===== config.mk =====
export PLATFORM = sky130hd
export DESIGN_NAME = drbg_keystream_buffer
export DESIGN_NICKNAME = d
export VERILOG_FILES = /design/src/rtl/drbg_keystream_buffer.sv
export SDC_FILE = /design/constraint.sdc
export NUM_CORES = 1
export LEC_CHECK = 0
export ABC_AREA = 0
export CAP_MARGIN = 20
export CORE_MARGIN = 4
export CORE_UTILIZATION = 55
export DETAILED_ROUTE_END_ITERATION = 7
export GPL_TIMING_DRIVEN = 0
export HOLD_SLACK_MARGIN = 0.12
export PLACE_DENSITY_LB_ADDON = 0.08
export SLEW_MARGIN = 20
export SYNTH_ARGS = -nofsm -noshare
export SYNTH_HDL_FRONTEND = slang
export SYNTH_SLANG_ARGS = --single-unit

===== constraint.sdc =====
create_clock -name clk_i -period 28 [get_ports clk_i]
set_input_delay 2.8 -clock clk_i [delete_from_list [all_inputs] [get_ports clk_i]]
set_output_delay 2.8 -clock clk_i [all_outputs]
set_load 0.02 [all_outputs]

===== src/rtl/drbg_keystream_buffer.sv =====
// Prefetches 256-bit Hash-DRBG words into a small word FIFO and serves them
// MSB-first as OUT_WIDTH-bit key chunks to the scrambler key logic.
//
// state    | meaning
// F_IDLE   | no fetch outstanding; launch when a slot is free and the DRBG is ready
// F_REQ    | drbg_next held high until the DRBG shows busy without next_ready
// F_WAIT   | request accepted; waiting for next_ready to capture the word
// F_SETTLE | word captured; waiting for the DRBG to drop busy
module drbg_keystream_buffer #(
  parameter int OUT_WIDTH  = 16,
  parameter int FIFO_DEPTH = 2
) (
  input  logic                               clk_i,
  input  logic                               reset_i,
  output logic                               drbg_next_o,
  input  logic                               drbg_next_ready_i,
  input  logic                               drbg_init_ready_i,
  input  logic                               drbg_busy_i,
  input  logic                               drbg_do_reseed_i,
  input  logic [255:0]                       drbg_random_bits_i,
  input  logic                               key_req_i,
  output logic                               key_valid_o,
  output logic [OUT_WIDTH-1:0]               key_data_o,
  input  logic                               flush_i,
  output logic [$clog2(FIFO_DEPTH+1)-1:0]    words_available_o,
  output logic                               underflow_o,
  output logic                               reseed_pending_o
);

  localparam int NCHUNK = 256 / OUT_WIDTH;
  localparam int KW     = (NCHUNK > 1) ? $clog2(NCHUNK) : 1;
  localparam int PW     = (FIFO_DEPTH > 1) ? $clog2(FIFO_DEPTH) : 1;
  localparam int CW     = $clog2(FIFO_DEPTH + 1);
  localparam logic [KW-1:0] K_LAST = KW'(NCHUNK - 1);
  localparam logic [PW-1:0] P_LAST = PW'(FIFO_DEPTH - 1);

  typedef enum logic [1:0] {
    F_IDLE   = 2'd0,
    F_REQ    = 2'd1,
    F_WAIT   = 2'd2,
    F_SETTLE = 2'd3
  } fetch_state_e;

  fetch_state_e  state_q, state_d;
  logic          inflight_q, inflight_d;
  logic          discard_q, discard_d;
  logic [255:0]  fifo_q [FIFO_DEPTH];
  logic [PW-1:0] wr_ptr_q, wr_ptr_d;
  logic [PW-1:0] rd_ptr_q, rd_ptr_d;
  logic [CW-1:0] count_q, count_d;
  logic [KW-1:0] k_q, k_d;
  logic          underflow_q, underflow_d;
  logic          reseed_q;

  logic          launch_ok;
  logic          capture;
  logic          push;
  logic          fire;
  logic          pop;
  logic          key_valid;
  logic [255:0]  head_shifted;

  // Occupancy includes the outstanding fetch so a returning word always has a slot.
  assign launch_ok = ((32'(count_q) + 32'(inflight_q)) < FIFO_DEPTH) &&
                     drbg_init_ready_i && !drbg_busy_i && !drbg_do_reseed_i && !flush_i;

  always_comb begin
    state_d     = state_q;
    inflight_d  = inflight_q;
    discard_d   = discard_q | (flush_i & inflight_q);
    capture     = 1'b0;
    drbg_next_o = 1'b0;
    case (state_q)
      F_IDLE: begin
        discard_d = 1'b0;
        if (launch_ok) begin
          state_d    = F_REQ;
          inflight_d = 1'b1;
        end
      end
      F_REQ: begin
        drbg_next_o = 1'b1;
        if (!drbg_init_ready_i) begin
          state_d    = F_IDLE;
          inflight_d = 1'b0;
        end else if (drbg_busy_i && !drbg_next_ready_i) begin
          state_d = F_WAIT;
        end
      end
      F_WAIT: begin
        if (!drbg_init_ready_i) begin
          state_d    = F_IDLE;
          inflight_d = 1'b0;
        end else if (drbg_next_ready_i) begin
          capture    = 1'b1;
          state_d    = F_SETTLE;
          inflight_d = 1'b0;
        end
      end
      F_SETTLE: begin
        if (!drbg_init_ready_i || !drbg_busy_i) begin
          state_d = F_IDLE;
        end
      end
      default: begin
        state_d    = F_IDLE;
        inflight_d = 1'b0;
      end
    endcase
  end

  // A discarded (flushed) fetch still completes its handshake but never lands.
  assign push      = capture && !discard_q && !flush_i;
  assign key_valid = (count_q != '0);
  assign fire      = key_req_i && key_valid;
  assign pop       = fire && (k_q == K_LAST);

  always_comb begin
    wr_ptr_d    = wr_ptr_q;
    rd_ptr_d    = rd_ptr_q;
    count_d     = count_q;
    k_d         = k_q;
    underflow_d = underflow_q | (key_req_i & ~key_valid);
    if (flush_i) begin
      wr_ptr_d    = '0;
      rd_ptr_d    = '0;
      count_d     = '0;
      k_d         = '0;
      underflow_d = 1'b0;
    end else begin
      if (push) begin
        wr_ptr_d = (wr_ptr_q == P_LAST) ? '0 : wr_ptr_q + 1'b1;
      end
      if (pop) begin
        rd_ptr_d = (rd_ptr_q == P_LAST) ? '0 : rd_ptr_q + 1'b1;
        k_d      = '0;
      end else if (fire) begin
        k_d = k_q + 1'b1;
      end
      case ({push, pop})
        2'b10:   count_d = count_q + 1'b1;
        2'b01:   count_d = count_q - 1'b1;
        default: count_d = count_q;
      endcase
    end
  end

  always_comb begin
    head_shifted = fifo_q[rd_ptr_q] << (32'(k_q) * OUT_WIDTH);
    key_data_o   = key_valid ? head_shifted[255 -: OUT_WIDTH] : '0;
  end

  always_ff @(posedge clk_i) begin
    if (reset_i) begin
      state_q     <= F_IDLE;
      inflight_q  <= 1'b0;
      discard_q   <= 1'b0;
      wr_ptr_q    <= '0;
      rd_ptr_q    <= '0;
      count_q     <= '0;
      k_q         <= '0;
      underflow_q <= 1'b0;
      reseed_q    <= 1'b0;
    end else begin
      state_q     <= state_d;
      inflight_q  <= inflight_d;
      discard_q   <= discard_d;
      wr_ptr_q    <= wr_ptr_d;
      rd_ptr_q    <= rd_ptr_d;
      count_q     <= count_d;
      k_q         <= k_d;
      underflow_q <= underflow_d;
      reseed_q    <= drbg_do_reseed_i;
    end
  end

  always_ff @(posedge clk_i) begin
    if (push) begin
      fifo_q[wr_ptr_q] <= drbg_random_bits_i;
    end
  end

  assign key_valid_o       = key_valid;
  assign words_available_o = count_q;
  assign underflow_o       = underflow_q;
  assign reseed_pending_o  = reseed_q;

endmodule


# Word-level counts from Yosys, hierarchy flattened
# Memory sizes are Yosys's and may differ from the RTL's. A register that Yosys moved wholly into a read port is not among the register bits.
# Index checks and enable logic that the tools add are counted.
[totals]
ff_bits = 14
in_bits = 264
mem_count = 1
elab_cells = 83
mem_bits_rw = 512
[classes]
n_addsub = 6
reduce_logical = 25
n_lt_le_gt_ge = 1
shift = 1
n_eq_ne = 11
bitwise = 5
n_mux = 24
[mem_list]
columns = ["memory", "words", "word_bits", "read_ports", "rd_clocked_by_memory_dff", "write_ports", "line_no", "source"]
rows = [
  ["fifo_q", 2, 256, 1, 1, 1, "47", "logic [255:0] fifo_q [FIFO_DEPTH];"],
]
[op_table]
columns = ["operator", "n"]
rows = [
  ["$shl A256 B8 Y256", 1],
  ["$mux W16", 1],
  ["$mux W1", 14],
  ["$mux W2", 6],
  ["$logic_and A1 B1 Y1", 9],
  ["$pmux W2 S4", 1],
  ["$reduce_and A4 Y1", 2],
  ["$eq A2 B2 Y1 const B", 3],
  ["$logic_not A1 Y1", 6],
  ["$ne A2 B2 Y1 const B", 3],
  ["$ne A3 B3 Y1 const B", 2],
  ["$add A4 B1 Y4 const B", 1],
  ["$eq A2 B1 Y1 const B", 2],
  ["$eq A4 B4 Y1 const B", 1],
  ["$pmux W2 S2", 1],
  ["$reduce_bool A2 Y1", 2],
  ["$reduce_or A2 Y1", 2],
  ["$add A2 B1 Y3", 1],
  ["$lt A3 B2 Y1 const B", 1],
  ["$pmux W1 S3", 1],
  ["$reduce_bool A3 Y1", 1],
  ["$reduce_or A3 Y1", 1],
  ["$add A1 B1 Y1 const B", 2],
  ["$add A2 B1 Y2 const B", 1],
  ["other kinds (6)", 8],
]

# Longest topological paths before layout
[depth]
depth_word = 8
mapped_depth = 9

# Worst setup path before layout
# OpenSTA, ideal clock, no wires.
[synth_path]
path_type = "input to register"
startpoint = "in drbg_init_ready_i"
endpoint = "mem fifo_q[0][0], enable pin"
stages = 4
slack_ps = 13389
arrival_ps = 13733
n_path_buf = 0
setup_time_ps = 878
cell_sequence = "nand2_1 > nor3_1 > nand2_1 > nor2_1"
[synth_between]
elab_chain_len = 6
[synth_rtl]
columns = ["item", "line_no", "source"]
rows = [
  ["start: declaration", "17", "input logic drbg_init_ready_i,"],
  ["$mux W1", "91", "if (!drbg_init_ready_i) begin"],
  ["$mux W1", "73", "case (state_q)"],
  ["$logic_and A1 B1 Y1 (2 in a row)", "113", "assign push = capture && !discard_q && !flush_i;"],
  ["$mux W1", "178", "if (push) begin"],
  ["$mux W1 (implied by the code)", "179", "fifo_q[wr_ptr_q] <= drbg_random_bits_i;"],
  ["end: declaration", "47", ""],
]
# No other way between the ends.

# Worst setup path in the final report
[layout_path]
startpoint = "reg k_q[1]"
endpoint = "out key_data_o[6]"
[layout_between]
elab_chain_len = 2
[layout_rtl]
columns = ["item", "line_no", "source"]
rows = [
  ["start: declaration", "51", "logic [KW-1:0] k_q, k_d;"],
  ["start signal: assignment", "171", "k_q <= k_d;"],
  ["$shl A256 B8 Y256", "149", "head_shifted = fifo_q[rd_ptr_q] << (32'(k_q) * OUT_WIDTH);"],
  ["$mux W16", "150", "key_data_o = key_valid ? head_shifted[255 -: OUT_WIDTH] : '0;"],
  ["end: declaration", "23", "output logic [OUT_WIDTH-1:0] key_data_o,"],
]
# No other way between the ends.

==> impl_results.md <==
- Asr flop ratio synth: 0
- Die Height: about 200 um
- Clock Skew: 14.9 ps
- Hold depth: 2
- Routed Antenna Nets: 0
- CP Capture Type: output pin
- Arrival @ worst endpoint: roughly 4000 ps
- CP max stage cell: clkbuf_1
- DPL Wire Length: around 33 mm
- Max VDD drop: ~0.058 mV
- Post-CTS sizing: 0
- # rows: 69
- Synth cell types: 36
- Reg2Reg Capture Point: fifo_q[0][142]
- Slew @ Worst Pin: between 800 and 900 ps
- Filler cells: ~2,200
- Number of synthesized flops with an enable pin: 512
- Sink Count: 527
- Share of layout cells above drive strength 1: 0.221
- Setup TNS Final: 0 ps
- Register area: ~16,000 um^2
- Final nets: 1,521
- GPL Wtd Cong: 0.788
- DIE AREA: between 30,000 and 40,000 um^2
- Fmax: 0.146 GHz
- Max Cap Violations: 0
- Synth area leader: edfxtp_1
- Root buffer cell: clkbuf_16
- Count leader, synth: edfxtp_1
- Final-report hold violation count: 0
- Delay-heaviest family, CP: buffers and inverters
- Port bufs: roughly 290
- GRT Util Overall: 0.232
- CTS H-tree lvls: 2
- Cells along the critical path: buf_2 > buf_2 > clkbuf_1 > mux4_2 > a221oi_1 > a21oi_1 > clkdlybuf4s50_1
- R2r setup slk: ~25,000 ps
- Worst-path maximum fanout: 10
- First-pass GRT wire length: 66.7 mm
- Clk_lat worst skew: just under 600 ps
- Crit Path Class: flip-flop to output pin
- #FFs+latches synth: about 530
- Rel. slew slack: 0.435
- Sequential area share after synthesis: 0.777
- Worst reg2reg path depth: 12
- Worst path max stage delay: 680 ps
- Vias: 10,300
- Initial Util: 0.562
- 1st-iter DRT viols: 832
- Total wire length: 45.8 mm
- TritonCTS buffer count: 53
- Clock Tree Buf Depth: 3
- Worst hold margin: slightly below 500 ps
- RSZ-0062 raised after global routing: false
- Worst Hold End: underflow_o
- HP Start: underflow_o
- Core area: approximately 36,000 um^2
- FF-to-FF Start: state_q[0]
- Pin count of the biggest net entering global routing: 27
- Area of the multi-input gates: around 4300 um^2
- Synth top area cells: edfxtp_1 76%, mux4_2 14%, mux2_2 2.0%
- Total gr overflow: 0
- Initial antenna violation count: 16
- Final critical-path share of the clock period: 0.244
- Final Setup Violations: 0
- Req. time, crit path: ~25,000 ps
- Vias/cell: between 5 and 6
- Die X: 200 um
- Synth cell count leaders: 512 x edfxtp_1, 128 x mux4_2, 36 x mux2_2
- Top Ports: roughly 290
- Net Count, Synth: 1,155
- Cell Area, Synth: around 20,000 um^2
- Post-CTS setup buffer count: 0
- Number of global-route vias before repair: between 10,000 and 15,000
- Wire per inst: approximately 26 um
- Post-Synthesis Cells: slightly below 900
- CTS tree: yes
- Status: finished clean
- Post-synth top area share: 0.762
- YS warnings: 0
- Pins Over Slew Limit: 0
- Syn Area/Cell: about 23 um^2
- Buf/Inv on CP: 4
- DR pass1 iterations: 5
- Crit path top cell by count: buf_2
- Pwr dens: around 60 nW/um^2
- Worst setup SP type: flip-flop
- DRC: 0
- Cts-stage hold buffer count: 0
- Area growth syn-to-layout: 28.1%
- Leakage dissipation: about 8 nW
- Worst-path clk slew: roughly 60 ps
- Post-route minimum period: a little under 7000 ps
- Worst hold-check path type: flip-flop to flip-flop
- Synth Flop Type: edfxtp_1
-- layer usage --
metal	vias to the layer above	wire (um)	track usage
met3	90	4070	0.0691
met5	-	101	0
met4	16	1250	0.0699
met1	5313	18000	0.316
li1	4523	-	-
met2	372	22400	0.369
-- layout make-up --
class,instances,share of cell area
repair buffers,311,0.135
clock inverters,24,0.00518
clock buffers,71,0.0555
well taps,461,0.0223
inverters,5,0.000726
multi-input cells,305,0.164
flip-flops and latches,527,0.606
plain buffers,48,0.00982
diodes,8,0.000774
-- report_power, final --
part           total [mW]  internal, mW  leakage [nW]  switching, mW
logic              0.0493        0.0347          2.58         0.0146
registers           0.866         0.865          4.72       0.000626
clock network       0.643         0.367         0.765          0.276
-- per-stage QoR --
stage	instances	cell area, um^2	setup slack, ps	power [mW]	util
2_1_floorplan	885	20200	13390	0.887	-
3_3_place_gp	1631	23600	6740	0.930	0.658
3_5_place_dp	1657	24300	21700	0.931	0.676
4_1_cts	1752	25800	21050	1.57	0.720
5_1_grt	1758	25900	21090	1.61	0.720
6_report	1760	25900	21160	1.56	0.720
-- cells by family (layout without fill, tap and decap cells) --
group,after synthesis,in the layout,synth area share
buf+inv,53,459,0.0135
compound gates,62,62,0.0223
simple gates,54,54,0.0120
other cells,0,8,0
fa+ha+maj,6,6,0.00372
mux,176,176,0.169
xor+xnor,7,7,0.00304
flops,527,527,0.777
-- how the worst max path moves through the flow --
stage / startpoint / to / depth (start not counted)
finish: k_q[1] / key_data_o[6] / 7
CTS: k_q[1] / key_data_o[6] / 7
detailed placement: k_q[1] / key_data_o[6] / 7
floorplan: drbg_init_ready_i / fifo_q[0][0] / 4
global route: k_q[1] / key_data_o[6] / 7
global placement: drbg_init_ready_i / fifo_q[0][131] / 5
-- tightest hold or removal path, cell delays in order (launching register included) --
cell and delay, ps:
dfxtp_1 340, a21oi_1 50, nor2_1 70
-- registers in the layout, summed over array words and instances, names as in the netlist, named ones only --
register and cells:
k_q 4, words_available_o 2, inflight_q 1, wr_ptr_q 1
underflow_o 1, rd_ptr_q 1, reseed_pending_o 1, discard_q 1
fifo_q 512, state_q 2
-- cell usage in the layout (no fill, tap or decap), drive strengths merged, types with 2 or more instances in the layout --
master,instances
edfxtp,512
a22oi,4
xor2,4
clkdlybuf4s50,285
diode,8
a221oi,12
nor2,28
nand2b,3
nor3,2
o221ai,16
nand2,9
inv,6
buf,53
nor2b,3
clkbuf,92
clkinv,21
ha,6
mux4,128
nand3,2
a31oi,4
mux2i,12
a21oi,19
mux2,36
xnor2,3
a211oi,2
dfxtp,15
or2,3
Note: power is estimated with default switching activity, not from simulation.
